`src/rtl/order_quantity_arbiter.sv`:
```
// -----------------------------------------------------------------------------
// order_quantity_arbiter
//
// Shares one free-running, fully pipelined order_quantity datapath among
// NUM_REQ inventory requesters. A round-robin arbiter picks one requester per
// cycle and registers its inventory onto the datapath input. A tag pipeline
// travels alongside the datapath so that each order/filter result is steered
// back to the requester that issued it.
//
// Ports:
//   i_clk, i_reset          clock, synchronous active-high reset
//   i_enable                1 = new grants allowed (in-flight work always drains)
//   i_req_valid             per-requester request valid
//   i_req_inventory         packed inventories, requester k at [k*DATA_W +: DATA_W]
//   o_req_ready             one-hot combinational grant
//   o_oq_inventory_state    registered inventory driven into the datapath
//   i_oq_order_out          datapath order result
//   i_oq_order_filter       datapath filter result
//   o_rsp_valid             one-hot single-cycle response strobe
//   o_rsp_order             registered order result
//   o_rsp_filter            registered filter result
//   o_inflight              issues accepted but not yet returned
//   o_busy                  o_inflight != 0
// -----------------------------------------------------------------------------
module order_quantity_arbiter #(
    parameter int NUM_REQ      = 4,
    parameter int PIPE_LATENCY = 6,
    parameter int DATA_W       = 64,
    parameter int FILTER_W     = 33
) (
    input  logic                              i_clk,
    input  logic                              i_reset,
    input  logic                              i_enable,
    input  logic [NUM_REQ-1:0]                i_req_valid,
    input  logic [NUM_REQ*DATA_W-1:0]         i_req_inventory,
    output logic [NUM_REQ-1:0]                o_req_ready,
    output logic [DATA_W-1:0]                 o_oq_inventory_state,
    input  logic [DATA_W-1:0]                 i_oq_order_out,
    input  logic [FILTER_W-1:0]               i_oq_order_filter,
    output logic [NUM_REQ-1:0]                o_rsp_valid,
    output logic [DATA_W-1:0]                 o_rsp_order,
    output logic [FILTER_W-1:0]               o_rsp_filter,
    output logic [$clog2(PIPE_LATENCY+2)-1:0] o_inflight,
    output logic                              o_busy
);

    localparam int IDX_W      = (NUM_REQ > 1) ? $clog2(NUM_REQ) : 1;
    localparam int INF_W      = $clog2(PIPE_LATENCY + 2);
    // Stage 0 lines up with the inventory register; the remaining
    // PIPE_LATENCY stages mirror the datapath, so the last stage is valid
    // exactly when the matching result sits on i_oq_*.
    localparam int TAG_STAGES = PIPE_LATENCY + 1;
    localparam int LAST       = TAG_STAGES - 1;

    logic [IDX_W-1:0]    ptr_q, ptr_d;
    logic [INF_W-1:0]    inflight_q, inflight_d;
    logic [DATA_W-1:0]   invState_q;
    logic [TAG_STAGES-1:0] tagValid_q;
    logic [IDX_W-1:0]    tagIdx_q [TAG_STAGES];
    logic [NUM_REQ-1:0]  rspValid_q;
    logic [DATA_W-1:0]   rspOrder_q;
    logic [FILTER_W-1:0] rspFilter_q;

    logic [NUM_REQ-1:0]  grant;
    logic [IDX_W-1:0]    grantIdx;
    logic [IDX_W-1:0]    candIdx;
    logic                accept;
    logic [NUM_REQ-1:0]  rspOneHot;

    // Round-robin search starting at the pointer; the first valid requester
    // wins. Grants are suppressed while disabled or in reset, so accept is
    // simply "some grant was issued".
    always_comb begin
        grant    = '0;
        grantIdx = '0;
        candIdx  = '0;
        accept   = 1'b0;
        for (int i = 0; i < NUM_REQ; i++) begin
            candIdx = IDX_W'((int'(ptr_q) + i) % NUM_REQ);
            if (i_enable && !i_reset && !accept && i_req_valid[candIdx]) begin
                accept          = 1'b1;
                grantIdx        = candIdx;
                grant[candIdx]  = 1'b1;
            end
        end
    end

    // Pointer moves just past the winner; in-flight count nets accepts
    // against captured responses.
    always_comb begin
        ptr_d      = ptr_q;
        inflight_d = inflight_q;
        rspOneHot  = '0;
        if (accept) begin
            ptr_d = IDX_W'((int'(grantIdx) + 1) % NUM_REQ);
        end
        case ({accept, tagValid_q[LAST]})
            2'b10:   inflight_d = inflight_q + INF_W'(1);
            2'b01:   inflight_d = inflight_q - INF_W'(1);
            default: inflight_d = inflight_q;
        endcase
        rspOneHot[tagIdx_q[LAST]] = 1'b1;
    end

    // Reset discards every tag, so results of pre-reset issues that still
    // emerge from the datapath are never captured.
    always_ff @(posedge i_clk) begin
        if (i_reset) begin
            ptr_q       <= '0;
            inflight_q  <= '0;
            invState_q  <= '0;
            tagValid_q  <= '0;
            rspValid_q  <= '0;
            rspOrder_q  <= '0;
            rspFilter_q <= '0;
            for (int s = 0; s < TAG_STAGES; s++) begin
                tagIdx_q[s] <= '0;
            end
        end else begin
            ptr_q      <= ptr_d;
            inflight_q <= inflight_d;
            if (accept) begin
                invState_q <= i_req_inventory[int'(grantIdx)*DATA_W +: DATA_W];
            end
            tagValid_q  <= {tagValid_q[TAG_STAGES-2:0], accept};
            tagIdx_q[0] <= grantIdx;
            for (int s = 1; s < TAG_STAGES; s++) begin
                tagIdx_q[s] <= tagIdx_q[s-1];
            end
            if (tagValid_q[LAST]) begin
                rspValid_q  <= rspOneHot;
                rspOrder_q  <= i_oq_order_out;
                rspFilter_q <= i_oq_order_filter;
            end else begin
                rspValid_q  <= '0;
            end
        end
    end

    assign o_req_ready          = grant;
    assign o_oq_inventory_state = invState_q;
    assign o_rsp_valid          = rspValid_q;
    assign o_rsp_order          = rspOrder_q;
    assign o_rsp_filter         = rspFilter_q;
    assign o_inflight           = inflight_q;
    assign o_busy               = (inflight_q != '0);

endmodule

```
`config.mk`:
```
export PLATFORM = sky130hd
export DESIGN_NAME = order_quantity_arbiter
export DESIGN_NICKNAME = d
export VERILOG_FILES = /design/src/rtl/order_quantity_arbiter.sv
export SDC_FILE = /design/constraint.sdc
export NUM_CORES = 1
export LEC_CHECK = 0
export CAP_MARGIN = 0
export CELL_PAD_IN_SITES_DETAIL_PLACEMENT = 0
export CELL_PAD_IN_SITES_GLOBAL_PLACEMENT = 2
export CORE_AREA = 8 8 205 207
export DETAILED_ROUTE_END_ITERATION = 6
export DIE_AREA = 0 0 213 215
export PLACE_DENSITY_LB_ADDON = 0.1
export SLEW_MARGIN = 30
export SYNTH_ARGS = -nofsm -noshare
export SYNTH_HDL_FRONTEND = slang
export SYNTH_SLANG_ARGS = --single-unit
```
`constraint.sdc`:
```
create_clock -name i_clk -period 5.5 [get_ports i_clk]
set_input_delay 1.1 -clock i_clk [delete_from_list [all_inputs] [get_ports i_clk]]
set_output_delay 1.1 -clock i_clk [all_outputs]
set_load 0.01 [all_outputs]
```
After elaboration in Yosys (flattened, before gate mapping)
Memories as Yosys holds them, arrays and structs flattened.
Cells that the tools add are included.
{"block": "totals", "reg_bits": 177, "latchBits": 0, "mem_bits_rw": 14, "romBits": 0, "in_bits": 360, "out_inout_bits": 173, "wordCells": 99, "n_memories": 1}
{"block": "classes", "add_sub_neg": 6, "n_mul": 0, "div": 0, "n_lt_le_gt_ge": 10, "n_eq_ne": 2, "shifts": 1, "muxes": 41, "bitwise_logic": 11, "reduce_logical": 20}
{"name": "tagIdx_q", "depth": 7, "word_bits": 2, "read_ports": 7, "rd_clocked_by_memory_dff": 0, "wr": 7, "line_no": "59", "rtl": "logic [IDX_W-1:0] tagIdx_q [TAG_STAGES];"}
{"operator": "256-bit by 9-bit indexed part select with 64-bit output", "n": 1}
{"operator": "2-bit two-way mux", "n": 11}
{"operator": "1-bit two-way mux", "n": 16}
{"operator": "4-bit two-way mux", "n": 4}
{"operator": "2-bit by 3-bit less-than comparator with 1-bit output (second input constant)", "n": 5}
{"operator": "1-bit logical AND", "n": 13}
{"operator": "4-bit bitwise OR", "n": 3}
{"operator": "1-bit demux with 2-bit select", "n": 5}
{"operator": "2-bit by 1-bit >= comparator with 1-bit output (second input constant)", "n": 5}
{"operator": "1-bit binary-select mux with 2-bit select", "n": 4}
{"operator": "1-bit bitwise OR", "n": 7}
{"operator": "3-bit case mux with 2 select lines", "n": 1}
{"operator": "2-bit by 1-bit adder with 2-bit output (second input constant)", "n": 2}
{"operator": "2-bit adder (second input constant)", "n": 2}
{"operator": "1-bit logical NOT", "n": 4}
{"operator": "3-bit by 1-bit adder with 3-bit output (second input constant)", "n": 1}
{"operator": "3-bit nonzero test", "n": 1}
{"operator": "3-bit by 1-bit subtractor with 3-bit output (second input constant)", "n": 1}
{"operator": "2-bit by 1-bit equality test with 1-bit output (second input constant)", "n": 1}
{"operator": "2-bit equality test (second input constant)", "n": 1}
{"operator": "2-bit nonzero test", "n": 1}
{"operator": "2-bit OR reduction", "n": 1}
{"operator": "1-bit inverter", "n": 1}

Depth between registers and ports, before layout
Gate-level depths: netlist (run 1).
{"block": "depth", "depth_word": 18, "depth_mapped": 12, "depth_no_buf": 9}

Least setup slack after synthesis (run 1)
OpenSTA, ideal clock, no wires.
{"block": "synth_path", "path_type": "input-to-output", "startpoint": "input i_req_valid[1]", "endpoint": "output o_req_ready[0]", "t_arrival_ns": 2.737, "t_required_ns": 4.400, "slack_ns": 1.663, "path_stages": 5, "path_buffers": 1, "cell_sequence": "buf_2 > mux4_2 > a2111oi_0 > a22oi_1 > o221ai_1"}
{"block": "synth_via", "elab_chain_len": 16, "elab_cells_between_ends": 28, "classes_between": "mux (15); bitwise (3); reduce/logical (10)"}
{"element": "start, declared", "line_no": "34", "rtl": "input logic [NUM_REQ-1:0] i_req_valid,"}
{"element": "1-bit binary-select mux with 2-bit select", "line_no": "80", "rtl": "if (i_enable && !i_reset && !accept && i_req_valid[candIdx]) begin"}
{"element": "1-bit two-way mux (implied by the code)", "line_no": "80"}
{"element": "1-bit logical AND", "line_no": "80"}
{"element": "1-bit two-way mux", "line_no": "80"}
{"element": "1-bit logical NOT", "line_no": "80"}
{"element": "1-bit logical AND (2 in series)", "line_no": "80"}
{"element": "1-bit two-way mux", "line_no": "80"}
{"element": "1-bit logical NOT", "line_no": "80"}
{"element": "1-bit logical AND (2 in series)", "line_no": "80"}
{"element": "1-bit two-way mux", "line_no": "80"}
{"element": "1-bit logical NOT", "line_no": "80"}
{"element": "1-bit logical AND (2 in series)", "line_no": "80"}
{"element": "4-bit two-way mux *", "line_no": "80"}
{"element": "end, declared", "line_no": "36", "rtl": "output logic [NUM_REQ-1:0] o_req_ready,"}
Every way passes the cells marked *; elsewhere a longest branch is shown, timed or not. The select of a mux whose other input is x is not followed.

Worst setup path in the final report (run 1)
{"block": "layout_path", "startpoint": "register ptr_q[0]", "endpoint": "output o_req_ready[1]"}
{"block": "layout_via", "elab_chain_len": 16, "elab_cells_between_ends": 51, "classes_between": "add/sub (3); order compare (8); mux (23); bitwise (3); reduce/logical (14)"}
{"element": "start, declared", "line_no": "55", "rtl": "logic [IDX_W-1:0] ptr_q, ptr_d;"}
{"element": "start signal, assigned", "line_no": "120", "rtl": "ptr_q <= ptr_d;"}
{"element": "parallel branches: the longest is 15 deep, another holds 2-bit by 3-bit less-than comparator with 1-bit output"}
{"element": "4-bit two-way mux *", "line_no": "80"}
Mark *: on every way between the ends. The select of a mux whose other input is x is not followed.

==> results.yml, run 1 <==
critical_path:
  arrival_ns: 3.80
  worst_setup_path_start_kind: "register"
  timing.critical_path.cells: "inv_1 -> ha_1 -> mux2_2 -> nor2_1 -> a21oi_1 -> nor3_1 -> a22oi_1 -> o221ai_1 -> clkdlybuf4s50_1"
  timing.critical_path.buf_inv: 2
  crit_required_ns: 4.40
  timing.critical_path.slowest_cell_delay_ns: 0.73
  critPathCaptureType: "output pin"
  crit_path_max_fanout: 19
  critPathSlowestCell: "sky130_fd_sc_hd__dfxtp_1"
  worstSetupPathType: "register to output pin"
  path_delay_family: "buffers and inverters"
timing:
  finalCriticalPeriod_ns: 4.90
  fin_crit_sh_pct: 89.1
  final.setup_skew_ns: 0.00788
  report.final.slew_viol_count: 0
  totalNegativeSetupSlack_ns: 0
  maxSlewHeadroom_pct: 36.1
  timing_worst_slew_pin_value_ns: 0.959
  hold_violations: 0
  grt_setup_unrepaired: "false"
  final-setup-viol-count: 0
  achievable-frequency_ghz: 0.204
cells_and_area:
  mostFrequentLayoutCells: "531 x sky130_fd_sc_hd__clkdlybuf4s50_1, 190 x sky130_fd_sc_hd__dfxtp_1, 164 x sky130_fd_sc_hd__mux2i_1"
  mostFrequentLayoutCell: "sky130_fd_sc_hd__clkdlybuf4s50_1"
  fraction_of_final_layout_cells_with_drive_strength_greater_than_1_pct: 8.89
  num-nets-final: 1680
  final_cells: 1857
  areaGrowthSynthToFinish_pct: 73.1
logic_synthesis:
  syn-num-nets: 1188
  syn_inst: 822
  synth.cell_area_um2: 8750
  synthArstFlopShare_pct: 0
  dominantRegCellSynth: "sky130_fd_sc_hd__dfxtp_1"
  syn_warnings: 0
  synth_edf_count: 0
  synthesis.area_per_instance_um2: 10.7
  ys_types: 41
  synth_sequential_area_ratio_pct: 43.7
  synth.ff_latch_count: 191
routing:
  route.detailed.vias_per_inst: 4.34
  drt_iter0_markers: 371
  drt-wirelength-per-cell_um: 21.6
  via_count: 8057
  drc_errors_left: 0
  routed_antenna_nets: 0
  totalWireLength_mm: 40.2
  total_iterations_of_the_first_detailed_routing_run: 5
placed_design:
  gpl.final_weighted_congestion: 0.760
  numPortBuffers: 532
  dpl.cell_count: 1820
  half_perimeter_wire_length_of_the_detailed_placement_result_mm: 31.2
clock_tree:
  clk_root_buffer_cell: "sky130_fd_sc_hd__clkbuf_16"
  clkTransAtPathRegs_ns: 0.07
  cts-htree-levels: 4
  clk-insertion-delay-late_ns: 0.44
  cts_repair_resize_count: 0
  hold_buffers: 0
  post-cts-setup-buffers: 0
  cts_buffer_depth: 2
  cts_made_buffers: 17
  clock_tree_from_tritoncts: "built"
  cts_sinks: 191
global_route:
  grt.met3_usage_pct: 6.55
  grt.busiest_layer: "met2"
  grt_max_degree: 96
  gr-usage-met1_pct: 18.9
  grt_pass1_vias: 8221
  grt_pass1_wl_mm: 56.8
  globalRouteMet2Util_pct: 28.6
  antenna_found_initial: 6
  global_route.overflow_total: 0
  grt_usage_pct: 16.7
power:
  leakage_nw: 5.32
  power.density_nw_per_um2: 245
  irDropWorstVdd_uv: 188
run_status:
  run_status: "finished clean"
floorplanning:
  fp.dieArea_um2: 45800
  die_y_um: 215
  die_width_um: 213
  fp-row-count: 73
  core_area_um2: 39000
  io-pin-count: 533
  initial_utilization_pct: 22.4
flow_run:
  drv.max_cap_violation_count: 0
min_path:
  min_path_type: "register to register"
where the power goes:
| part | internal (mW) | switching [mW] | total, mW |
|---|---|---|---|
| registers | 1.46 | 0.0473 | 1.51 |
| logic | 0.566 | 0.360 | 0.926 |
| clock network | 0.702 | 0.577 | 1.28 |
registers in the layout, indices dropped and copies added (netlist names):
signal / count
o_rsp_valid: 4
tagValid_q: 7
o_rsp_filter: 33
o_inflight: 3
tagIdx_q: 14
o_rsp_order: 64
ptr_q: 2
o_oq_inventory_state: 64
layer usage:
metal | wire (um) | up-vias
li1 | - | 3978
met1 | 16100 | 3723
met2 | 19800 | 319
met3 | 3600 | 33
met4 | 690 | 4
met5 | 27 | -
worst register-to-register path: stages (launching register included):
cell                      delay, ns
sky130_fd_sc_hd__dfxtp_1       0.73
sky130_fd_sc_hd__inv_1         0.27
sky130_fd_sc_hd__ha_1          0.54
sky130_fd_sc_hd__mux2_2        0.38
sky130_fd_sc_hd__a32oi_1       0.28
sky130_fd_sc_hd__a21oi_1       0.17
sky130_fd_sc_hd__o21ai_4       0.72
sky130_fd_sc_hd__buf_12        0.37
sky130_fd_sc_hd__a32oi_1       0.18
sky130_fd_sc_hd__o21ai_1       0.13
worst paths after layout:
| kind | from | slack [ns] | cells past startpoint | end |
|---|---|---|---|---|
| max reg2reg | ptr_q[0] | 1.68 | 9 | o_oq_inventory_state[35] |
| min reg2reg | tagValid_q[3] | 0.43 | 1 | tagValid_q[4] |
| min | tagValid_q[3] | 0.43 | 1 | tagValid_q[4] |
| max | ptr_q[0] | 0.60 | 9 | o_req_ready[1] |
final cells by class:
type,count,area [um2]
Tap cell,525,657
Antenna cell,5,12.5
Sequential cell,191,3830
Timing Repair Buffer,546,5470
Clock inverter,10,126
Inverter,12,45.0
Clock buffer,22,464
Fill cell,3899,23800
Multi-Input combinational cell,546,4560
kinds of logic after synthesis:
logic type / count (synthesis) / synth area share, %
adders and majority gates: 6 / 0.943
AOI/OAI and AO/OA: 157 / 12.4
buffers and inverters: 85 / 4.83
DFF: 191 / 43.7
and+or+nand+nor: 148 / 7.65
xor gates and xnor gates: 3 / 0.300
muxes: 232 / 30.2
Yosys cell counts (11+ instances only):
library cell,n,share of area [%]
sky130_fd_sc_hd__nor2b_1,19,1.4
sky130_fd_sc_hd__clkbuf_1,35,1.5
sky130_fd_sc_hd__buf_2,11,0.63
sky130_fd_sc_hd__mux2_4,60,10
sky130_fd_sc_hd__a32oi_1,65,6.5
sky130_fd_sc_hd__o21ai_1,61,3.5
sky130_fd_sc_hd__nor2_1,106,4.5
sky130_fd_sc_hd__buf_6,11,1.4
sky130_fd_sc_hd__buf_1,14,0.60
sky130_fd_sc_hd__inv_1,12,0.51
sky130_fd_sc_hd__dfxtp_1,191,44
sky130_fd_sc_hd__mux2i_1,164,19
stage by stage:
stage               util (%)  power (mW)  hold WS, ns  cell area, um2  setup WS [ns]
detailed placement      37.3        2.47        0.421           14600          0.740
CTS                     38.8        3.79        0.438           15100          0.603
floorplan                  -        1.95        0.414            8750           1.66
finish                  38.9        3.71        0.433           15200          0.601
global placement        37.3        2.48        0.415           14600          0.720
global route            38.9        3.89        0.450           15200          0.384
(Power assumes the default switching activity.)
==> run 2, diff against run 1 <==
Settings changed: GPL_ROUTABILITY_DRIVEN from default to 0.
==> results of run 2 <==
No change in the layout: final DEF, timing and power equal those of run 1.
